### src/rtl/clk_div.sv
// Free-running binary divider plus a registered square-wave tick of period 1/TICK_HZ.
// Both outputs come straight from flops; reset clears everything asynchronously.
module clk_div #(
  parameter int unsigned CLK_FREQ_HZ = 32'd100_000_000,
  parameter int unsigned TICK_HZ     = 32'd1000,
  parameter int unsigned DIV_WIDTH   = 32'd32
) (
  input  logic                 clk,
  input  logic                 rst_n,
  output logic [DIV_WIDTH-1:0] div,
  output logic                 clk_1ms
);

  localparam int unsigned HALF  = CLK_FREQ_HZ / (32'd2 * TICK_HZ);
  // A one-cycle half period still needs a 1-bit counter that is always at its terminal value.
  localparam int unsigned CNT_W = (HALF > 32'd1) ? $clog2(HALF) : 32'd1;
  localparam logic [CNT_W-1:0] HALF_M1 = CNT_W'(HALF - 32'd1);

  generate
    if (HALF < 32'd1) begin : g_half_check
      $error("clk_div: TICK_HZ too high for CLK_FREQ_HZ, half period is zero cycles");
    end
  endgenerate

  logic [DIV_WIDTH-1:0] div_r;
  logic [DIV_WIDTH-1:0] div_s;
  logic [CNT_W-1:0]     ms_cnt_r;
  logic [CNT_W-1:0]     ms_cnt_s;
  logic                 clk_1ms_r;
  logic                 clk_1ms_s;
  logic                 half_done_s;

  // Next-state: divider wraps naturally; tick counter reloads and toggles at its terminal count.
  always_comb begin
    div_s       = div_r + DIV_WIDTH'(1'b1);
    ms_cnt_s    = ms_cnt_r;
    clk_1ms_s   = clk_1ms_r;
    half_done_s = (ms_cnt_r == HALF_M1);
    if (half_done_s) begin
      ms_cnt_s  = '0;
      clk_1ms_s = ~clk_1ms_r;
    end else begin
      ms_cnt_s  = ms_cnt_r + CNT_W'(1'b1);
      clk_1ms_s = clk_1ms_r;
    end
  end

  // State registers with asynchronous clear.
  always_ff @(posedge clk or negedge rst_n) begin
    if (!rst_n) begin
      div_r     <= '0;
      ms_cnt_r  <= '0;
      clk_1ms_r <= 1'b0;
    end else begin
      div_r     <= div_s;
      ms_cnt_r  <= ms_cnt_s;
      clk_1ms_r <= clk_1ms_s;
    end
  end

  assign div     = div_r;
  assign clk_1ms = clk_1ms_r;

endmodule

### config.mk
export PLATFORM = sky130hd
export DESIGN_NAME = clk_div
export DESIGN_NICKNAME = d
export VERILOG_FILES = /design/src/rtl/clk_div.sv
export SDC_FILE = /design/constraint.sdc
export NUM_CORES = 1
export LEC_CHECK = 0
export ABC_AREA = 1
export BUFFER_PORTS_ARGS = -buffer_cell sky130_fd_sc_hd__buf_2
export CAP_MARGIN = 20
export CORE_MARGIN = 1.5
export CORE_UTILIZATION = 40
export CTS_CLUSTER_SIZE = 40
export DETAILED_ROUTE_END_ITERATION = 8
export GPL_TIMING_DRIVEN = 0
export PLACE_DENSITY_LB_ADDON = 0.15
export SYNTH_ARGS = -nofsm -noshare
export SYNTH_HDL_FRONTEND = slang
export SYNTH_SLANG_ARGS = --single-unit
### constraint.sdc
create_clock -name clk -period 1.35 [get_ports clk]
set_input_delay 0.27 -clock clk [delete_from_list [all_inputs] [get_ports clk]]
set_output_delay 0.27 -clock clk [all_outputs]
set_load 0.005 [all_outputs]
==> impl_metrics.env, run 1 <==
export IMPL_syn_cell_area_mm2=0.002630
export IMPL_synthArstFlopShare=1.000
export IMPL_status="finished, final reports clean"
export IMPL_via_per_inst=4.709
export IMPL_worst_slew_pin_slew_ps=549.5
export IMPL_finalWirelength_mm=5.650
export IMPL_cp_arrival_ps=1540
export IMPL_fin_crit_sh=0.9981
export IMPL_grt_antenna_before_repair=0
export IMPL_clockPowerShare=0.367
export IMPL_overflow=0
export IMPL_root_buffer="clkbuf_8"
export IMPL_synth_mux_area_fraction=0
export IMPL_diodes=0
export IMPL_grt_max_degree=28
export IMPL_netlist_top_cell_by_area="dfrtp_1"
export IMPL_grt_usage=0.1741
export IMPL_drive_gt1_frac=0.2793
export IMPL_synthToLayoutAreaGrowth_pct=24.98
export IMPL_synth_compound_area_frac=0.006660
export IMPL_grt_pass1_wl_mm=9.922
export IMPL_synthSimpleGateAreaFrac=0.4053
export IMPL_synth_most_common_cell="nand2_1"
export IMPL_ys_flop_type="dfrtp_1"
export IMPL_clk_pin_slew_ps=90
export IMPL_fin_skew_ps=7.552
export IMPL_crit_path_start="div[0]$_DFF_PN0_"
export IMPL_crit_end="div[22]$_DFF_PN0_"
export IMPL_fin_crit_ps=1347
export IMPL_synthCells=336
export IMPL_vias=2251
export IMPL_timing_hold_ws_ps=492.9
export IMPL_rsz0062_at_grt="true"
export IMPL_leakagePower_nw=1.715
export IMPL_met3_length_um=195
export IMPL_slew_headroom=0.6336
export IMPL_cts_buffers=5
export IMPL_crit_path_start_kind="register"
export IMPL_synth_distinct_cells=21
export IMPL_postSynthAreaPerCell_um2=7.827
export IMPL_yosysWarnings=0
export IMPL_clkLatencyLatePin_ps=290
export IMPL_synthXorXnorAreaFrac=0.06660
export IMPL_top_level_ports=35
export IMPL_regArea_mm2=0.001236
export IMPL_die_w_um=84.09
export IMPL_power_switching_uw=496.0
export IMPL_htree_levels=2
export IMPL_ant_nets=0
export IMPL_swShare=0.2087
export IMPL_r2r_slack_ps=3
export IMPL_cap_violations=0
export IMPL_wl_met1_mm=2.849
export IMPL_synth_top_family_by_area="simple AND/OR/NAND/NOR gates"
export IMPL_clkSinkCount=49
export IMPL_design_area_mm2=0.003287
export IMPL_wl_met2_mm=2.536
export IMPL_filler_cell_count=621
export IMPL_finalHoldViolCount=0
export IMPL_finalSetupViolCount=0
export IMPL_cp_data_required_time_ps=1550
export IMPL_cp_max_fo=5
export IMPL_slew_viol_final=0
export IMPL_port_buffers=34
export IMPL_dr_max_layer_used="met4"
export IMPL_start_util=0.4142
export IMPL_core_mm2=0.006350
export IMPL_rows=29
export IMPL_grt_pass1_vias=2102
export IMPL_yosysSeqAreaShare=0.4662
export IMPL_synth_edff_count=0
export IMPL_route_detailed_drc=0
export IMPL_placed_cell_area_mm2=0.002917
export IMPL_synthTopCellsByArea="dfrtp_1, nand2_1, nor2_1"
export IMPL_synth_fa_ha_area_frac=0.009515
export IMPL_combPwrFrac=0.016
export IMPL_fin_util=0.5176
export IMPL_cts_tree="yes"
export IMPL_multi_input_area_mm2=0.001366
export IMPL_internal_power_mw=1.880
export IMPL_cts_buffer_depth=2
export IMPL_syn_num_nets=340
export IMPL_powerDensity_mw_per_mm2=723.0
export IMPL_p_seq_frac=0.617
export IMPL_dr_pass1_iters=4
export IMPL_ff2ff_path_depth=8
export IMPL_ys_seq_elements=49
export IMPL_fmax_ghz=0.7422
export IMPL_first_iter_violations=99
export IMPL_r2r_end="div[22]$_DFF_PN0_"
export IMPL_synth_top_cells_by_count="nand2_1, nor2_1, dfrtp_1, inv_1"
export IMPL_yosysTopAreaCellShare=0.4662
export IMPL_r2r_start="div[0]$_DFF_PN0_"
export IMPL_vdd_drop_max_mv=0.3822
export IMPL_endpoint_kind="register"
export IMPL_dp_hpwl_mm=4.140
export IMPL_place_gp_congestion=0.8679
export IMPL_min_path_type="register to register"
export IMPL_die_h_um=84.09
export IMPL_wl_per_cell_um=11.82
export IMPL_die_area_mm2=0.007070
export IMPL_fin_nets=405
export IMPL_timing_worst_setup_path_type="register to register"
[routing by layer]
layer,GRT usage,up-vias
met5,0,-
met4,0.05216,0
met3,0.03759,4
met2,0.2647,42
met1,0.2489,1044
li1,-,1161
[power by group through the flow]
stage	clock network, mW	logic, mW	registers [mW]
after floorplan	0	0.000000685	1.50
after global placement	0	0.0321	1.50
after detailed placement	0	0.0395	1.50
after CTS	0.915	0.0417	1.47
after global routing	0.983	0.0456	1.47
final	0.871	0.0389	1.47
[cell families (layout without fill, tap and decap cells)]
kind of cell / after synthesis / count (layout)
AO/OA/AOI/OAI: 3 / 3
AND/OR/NAND/NOR: 230 / 230
flip-flops: 49 / 49
adder cells (fa/ha/maj): 2 / 2
buffers and inverters: 32 / 97
XOR/XNOR: 20 / 20
[how the worst min path moves through the flow]
stage | from | endpoint | slack (ps) | cells past startpoint
2_1_floorplan | rst_n | clk_1ms$_DFFE_PN0N_ | -30 | 0
3_3_place_gp | clk_1ms$_DFFE_PN0N_ | clk_1ms$_DFFE_PN0N_ | 470 | 2
3_5_place_dp | rst_n | ms_cnt_r[8]$_DFF_PN0_ | 280 | 1
4_1_cts | clk_1ms$_DFFE_PN0N_ | clk_1ms$_DFFE_PN0N_ | 490 | 2
5_1_grt | div[31]$_DFF_PN0_ | div[31]$_DFF_PN0_ | 520 | 2
6_report | div[31]$_DFF_PN0_ | div[31]$_DFF_PN0_ | 490 | 2
[cell type report]
class                           count  area share
Sequential cell                    49      0.3761
Clock inverter                      1    0.002284
Inverter                           32     0.03654
Tap cell                           77     0.02931
Timing Repair Buffer               58      0.1150
Clock buffer                        6     0.02512
Multi-Input combinational cell    255      0.4157
[sequential cells by signal (all words and copies together), names as in the netlist]
register	count
ms_cnt_r	16
clk_1ms	1
div	32
[cell usage in the layout (no fill, tap or decap)]
cell type / instances
nand2_1: 120
nor2_1: 44
dfrtp_1: 41
buf_2: 34
inv_1: 31
buf_4: 21
nand3b_1: 16
xor2_1: 16
nor2_2: 12
nor2_4: 11
nand2_2: 8
dfrtp_2: 8
nand3_1: 7
clkbuf_8: 6
nand2_4: 4
xnor2_1: 4
nand4_1: 3
nor3_1: 2
buf_12: 2
nand3_4: 1
nor2b_1: 1
nor3_4: 1
o21ai_0: 1
o21bai_1: 1
inv_2: 1
a21oi_1: 1
ha_2: 1
ha_4: 1
clkinvlp_4: 1
dlygate4sd3_1: 1
[through the flow]
stage / total power, mW / worst slack, ps / std cells / TNS [ps]
final: 2.376 / 2.609 / 478 / 0
after detailed placement: 1.535 / -126.0 / 448 / -968.6
after CTS: 2.423 / 4.043 / 461 / 0
after floorplan: 1.496 / 76.86 / 336 / 0
after global routing: 2.495 / -82.63 / 478 / -731.4
after global placement: 1.528 / -99.97 / 447 / -628.6
[critical path, cell delays in order, from the launching register on]
cell	delay, ps
dfrtp_1	360
ha_2	200
nand2_2	70
nor2_4	140
nand2_2	100
nor2_4	200
nand2_1	70
nand2_1	60
nand2_1	50
[timing repair]
| action | 4_1_cts | 5_1_grt |
|---|---|---|
| gates resized for setup | 7 | 25 |
| endpoints found under the setup margin | 23 | 34 |
| hold endpoints to repair | 22 | 0 |
| hold buffers | 1 | 0 |
| pin swaps | 4 | 15 |
| buffers inserted | 5 | 17 |
No activity file was read; power rests on OpenSTA's default activity.
==> run 2, diff against run 1 <==
--- a/constraint.sdc
+++ b/constraint.sdc
@@ -3,2 +3,2 @@
 set_output_delay 0.27 -clock clk [all_outputs]
-set_load 0.005 [all_outputs]
+set_load 0.1 [all_outputs]
==> run 2 against run 1 <==
Effect of this change: global-route usage shrank 0.73 points; maximum frequency decreased by 0.29%; critical path type unchanged; combinational power is 2% lower; die area is the same; clock-buffer cell count increased by 2; non-clock buffer count fell by 10; critical path depth unchanged; critical endpoint is now div[30]$_DFF_PN0_; register-to-register slack hardly changed; the run now ends with negative setup slack left; largest power group unchanged; total power rose by 0.10%; hold slack lost 89 ps; clock skew is 1.9 ps higher; design area increased by 3.3%.
==> impl_metrics.env, run 2 (synthesis results as in run 1) <==
export IMPL_crit_path_start_kind="register"
export IMPL_setup_tns_ps=-1.335
export IMPL_route_detailed_drc=0
export IMPL_r2r_slack_ps=-1
export IMPL_clk_pin_slew_ps=90
export IMPL_endpoint_kind="register"
export IMPL_vdd_drop_max_mv=0.4945
export IMPL_ff2ff_path_depth=8
export IMPL_pre_cts_slack_ps=-124.5
export IMPL_setup_ws_ps=-1.335
export IMPL_cts_buffers=5
export IMPL_via_per_inst=4.701
export IMPL_ant_nets=0
export IMPL_htree_levels=2
export IMPL_grt_pass1_vias=2017
export IMPL_start_util=0.4142
export IMPL_cts_buffer_depth=2
export IMPL_clkLatencyLatePin_ps=290
export IMPL_crit_path_start="div[1]$_DFF_PN0_"
export IMPL_place_gp_congestion=0.8093
export IMPL_clkSinkCount=49
export IMPL_grt_pass1_wl_mm=9.439
export IMPL_dp_hpwl_mm=4.253
export IMPL_cp_max_fo=5
export IMPL_die_w_um=84.09
export IMPL_finalWirelength_mm=5.699
export IMPL_mostFrequentLayoutCell="nand2_1"
export IMPL_violations="negative setup slack"
export IMPL_cp_data_required_time_ps=1540
export IMPL_fin_crit_ps=1351
export IMPL_place_inst=448
export IMPL_grt_max_degree=36
export IMPL_leakagePower_nw=1.628
export IMPL_min_path_type="input port to asynchronous set/reset pin"
export IMPL_grt_antenna_before_repair=0
export IMPL_r2r_start="div[1]$_DFF_PN0_"
export IMPL_design_area_mm2=0.003397
export IMPL_slew_headroom=0.7589
export IMPL_crit_end="div[30]$_DFF_PN0_"
export IMPL_first_iter_violations=80
export IMPL_fin_skew_ps=9.453
export IMPL_port_buffers=34
export IMPL_status="finished, violations left"
export IMPL_largest_reg_flops=32
export IMPL_placed_cell_area_mm2=0.003020
export IMPL_timing_hold_ws_ps=403.5
export IMPL_powerDensity_mw_per_mm2=700.2
export IMPL_finalHoldViolCount=0
export IMPL_cp_arrival_ps=1540
export IMPL_cts_tree="yes"
export IMPL_rsz0062_at_grt="true"
export IMPL_timing_worst_setup_path_type="register to register"
export IMPL_final_cell_mix="nand2_1, nor2_1, buf_4"
export IMPL_wl_per_cell_um=12.15
export IMPL_top_level_ports=35
export IMPL_slew_viol_final=0
export IMPL_die_h_um=84.09
export IMPL_core_mm2=0.006350
export IMPL_fmax_ghz=0.7400
export IMPL_fin_util=0.5350
export IMPL_worst_slew_pin_slew_ps=361.6
export IMPL_drive_gt1_frac=0.3163
export IMPL_root_buffer="clkbuf_8"
export IMPL_r2r_end="div[30]$_DFF_PN0_"
export IMPL_diodes=0
export IMPL_dr_pass1_iters=4
export IMPL_fin_nets=395
export IMPL_die_area_mm2=0.007070
export IMPL_finalPower_mw=2.379
export IMPL_finalSetupViolCount=1
export IMPL_grt_usage=0.1669
export IMPL_fin_crit_sh=1.001
export IMPL_vias=2205
export IMPL_cap_violations=0
export IMPL_overflow=0
export IMPL_finalNonFillerCells=469
export IMPL_rows=29
export IMPL_synthToLayoutAreaGrowth_pct=29.16
==> run 2: changes by cell type in the layout (fill, tap and decap cells not counted), sizes merged <==
cell	previous run	this run
buf	57	47
clkinvlp	1	0
clkbuf	6	8
==> run 2: repair_timing <==
action,CTS,global route
pin swaps,7,16
hold buffers,1,0
endpoints found under the setup margin,53,40
buffers inserted,2,10
gates resized for setup,40,22
endpoints found under the hold margin,14,0
==> run 2: critical path, stage by stage (launching register included) <==
cell	delay [ps]
dfrtp_4	450
ha_4	150
nand2_4	50
nor2_4	140
nand2_2	90
nor2_4	170
nand2_1	80
nand2_1	70
nand2_1	40
==> run 2: worst min path at each step <==
stage / from / to / slack, ps
final: rst_n / div[2]$_DFF_PN0_ / 400
after global placement: div[31]$_DFF_PN0_ / div[31]$_DFF_PN0_ / 460
after CTS: rst_n / div[2]$_DFF_PN0_ / 410
after detailed placement: rst_n / div[2]$_DFF_PN0_ / 200
after floorplan: rst_n / clk_1ms$_DFFE_PN0N_ / -30
after global routing: rst_n / div[2]$_DFF_PN0_ / 440
==> run 2: where the power goes <==
group | internal, mW | switching [mW] | total (mW)
Combinational | 0.00877 | 0.0293 | 0.0381
Clock | 0.419 | 0.457 | 0.876
Sequential | 1.46 | 0 | 1.46
Total | 1.89 | 0.486 | 2.38
==> run 2: final cells by class <==
type | instances | area [µm²]
sequential | 49 | 1316
fill | 615 | 2953
timing repair buffer | 48 | 395.4
clock buffer | 8 | 90.09
inverter | 32 | 120.1
tap | 77 | 96.34
multi-input combinational | 255 | 1379
==> run 2: metal layers <==
| metal | GRT usage | vias to the layer above | routed length [µm] |
|---|---|---|---|
| met4 | 0.03875 | 0 | 35 |
| met5 | 0 | - | 0 |
| met3 | 0.03462 | 4 | 229 |
| met2 | 0.2531 | 41 | 2505 |
| met1 | 0.2445 | 1025 | 2928 |
| li1 | - | 1135 | - |
==> run 3, diff against run 2 <==
Settings changed: CORE_UTILIZATION 40 to 53.
==> run 3 against run 2 <==
Effect of this change: the flow still finishes with violations (negative setup slack); maximum frequency decreased by 1.9%; sequential share of layout area decreased by 0.61 points; design area increased by 1.5%; total power increased by 2.6%; combinational power decreased by 2%; critical path depth unchanged; largest cell class unchanged; highest routed layer unchanged.
==> impl_metrics.env, run 3 (synthesis results as in run 1) <==
export IMPL_core_mm2=0.004755
export IMPL_port_buffers=34
export IMPL_powerDensity_mw_per_mm2=707.8
export IMPL_filler_cell_count=380
export IMPL_vdd_drop_max_mv=0.4759
export IMPL_cap_violations=0
export IMPL_grt_usage=0.2241
export IMPL_fin_crit_ps=1378
export IMPL_critPathMostFrequentCell="nand2_1"
export IMPL_cp_data_required_time_ps=1540
export IMPL_ant_nets=0
export IMPL_fin_skew_ps=8.741
export IMPL_final_cell_mix="nand2_1, nor2_1, buf_4"
export IMPL_slowest_stage="dfrtp_4"
export IMPL_timing_worst_setup_path_type="register to register"
export IMPL_path_cells="ha_4 > nand2_4 > nor2_4 > nand2_2 > nor2_4 > nand2_1 > nand2_1 > nand2_1"
export IMPL_first_iter_violations=134
export IMPL_top_level_ports=35
export IMPL_slew_headroom=0.7441
export IMPL_vias=2234
export IMPL_fin_crit_sh=1.021
export IMPL_grt_pass1_wl_mm=9.246
export IMPL_fin_nets=397
export IMPL_mostFrequentLayoutCell="nand2_1"
export IMPL_worst_slew_pin_slew_ps=383.8
export IMPL_timing_hold_ws_ps=433.9
export IMPL_finalWirelength_mm=5.896
export IMPL_diodes=0
export IMPL_place_gp_congestion=0.9249
export IMPL_die_h_um=73.45
export IMPL_fmax_ghz=0.7256
export IMPL_endpoint_kind="register"
export IMPL_leakagePower_nw=1.680
export IMPL_status="finished, violations left"
export IMPL_cts_tree="yes"
export IMPL_setup_tns_ps=-66.51
export IMPL_rows=25
export IMPL_die_w_um=73.45
export IMPL_finalSetupViolCount=5
export IMPL_setup_ws_ps=-28.14
export IMPL_clkSinkCount=49
export IMPL_dp_hpwl_mm=4.031
export IMPL_dr_pass1_iters=4
export IMPL_violations="negative setup slack"
export IMPL_htree_levels=2
export IMPL_place_inst=437
export IMPL_finalHoldViolCount=0
export IMPL_min_path_type="input port to asynchronous set/reset pin"
export IMPL_route_detailed_drc=0
export IMPL_rsz0062_at_grt="true"
export IMPL_largest_reg_flops=32
export IMPL_wl_per_cell_um=12.79
export IMPL_cp_arrival_ps=1570
export IMPL_cts_buffer_depth=2
export IMPL_clk_pin_slew_ps=90
export IMPL_ff2ff_path_depth=8
export IMPL_slew_viol_final=0
export IMPL_drive_gt1_frac=0.3376
export IMPL_via_per_inst=4.846
export IMPL_root_buffer="clkbuf_8"
export IMPL_slowest_delay_ps=470
export IMPL_finalNonFillerCells=461
export IMPL_grt_antenna_before_repair=0
export IMPL_cp_max_fo=5
export IMPL_grt_max_degree=50
export IMPL_crit_path_start_kind="register"
export IMPL_synthToLayoutAreaGrowth_pct=31.11
export IMPL_start_util=0.5532
export IMPL_overflow=0
export IMPL_cts_buffers=5
export IMPL_grt_pass1_vias=2038
export IMPL_die_area_mm2=0.005394
export IMPL_clkLatencyLatePin_ps=300
run 3: changes by cell type in the layout (fill, tap and decap cells not counted), sizes merged:
cell,previous run,this run
clkbuf,8,7
clkinv,0,1
buf,47,49
run 3: area by class of cell:
class,count,area (µm²),share of cell area
clock buffers,7,96.34,0.02794
clock inverters,1,5.005,0.001451
inverters,32,120.1,0.03483
multi-input cells,255,1406,0.4078
flip-flops and latches,49,1315,0.3813
well taps,67,83.83,0.02431
repair buffers,50,421.7,0.1223
run 3: layer usage:
layer	share of wire	GRT usage	up-vias
li1	-	-	1138
met1	0.46	0.3269	1035
met2	0.48	0.3463	57
met3	0.052	0.04664	4
met4	0.0046	0.04527	0
met5	0	0	-
run 3: what timing repair did:
action | CTS | global route
hold buffers | 0 | 1
pin swaps | 8 | 20
endpoints found under the setup margin | 51 | 39
buffers inserted | 3 | 11
hold endpoints to repair | 0 | 16
resized for setup | 37 | 36
run 3: path summary, 6_finish.rpt:
| check | from | endpoint | slack, ps |
|---|---|---|---|
| setup / recovery | div[1]$_DFF_PN0_ | div[22]$_DFF_PN0_ | -30 |
| hold reg to reg | clk_1ms$_DFFE_PN0N_ | clk_1ms$_DFFE_PN0N_ | 500 |
| hold / removal | rst_n | div[2]$_DFF_PN0_ | 430 |
| setup reg to reg | div[1]$_DFF_PN0_ | div[22]$_DFF_PN0_ | -30 |
| min in group clk | clk_1ms$_DFFE_PN0N_ | clk_1ms$_DFFE_PN0N_ | 500 |
| max in group asynchronous | rst_n | div[19]$_DFF_PN0_ | 390 |
run 3: metrics by stage:
step,cell area (µm²),utilization,setup WS [ps],power [mW]
after floorplan,2734,-,-189.7,1.497
after global placement,2988,0.6284,-59.66,1.527
after detailed placement,2988,0.6284,-99.06,1.526
after CTS,3212,0.6755,-11.33,2.455
after global routing,3448,0.7253,-103.8,2.520
final,3448,0.7253,-28.14,2.441
run 3: power breakdown:
group | total [mW] | internal [mW] | switching [mW] | leakage (nW)
registers | 1.46 | 1.46 | 0 | 0.604
clock network | 0.938 | 0.464 | 0.475 | 0.0542
logic | 0.0372 | 0.00878 | 0.0284 | 1.02
run 3: worst max-delay path: cells and delay by family, from the launching register on:
| family | cells | cell delay (ps) |
|---|---|---|
| simple gates | 7 | 630 |
| flops | 1 | 470 |
| fa+ha+maj | 1 | 160 |
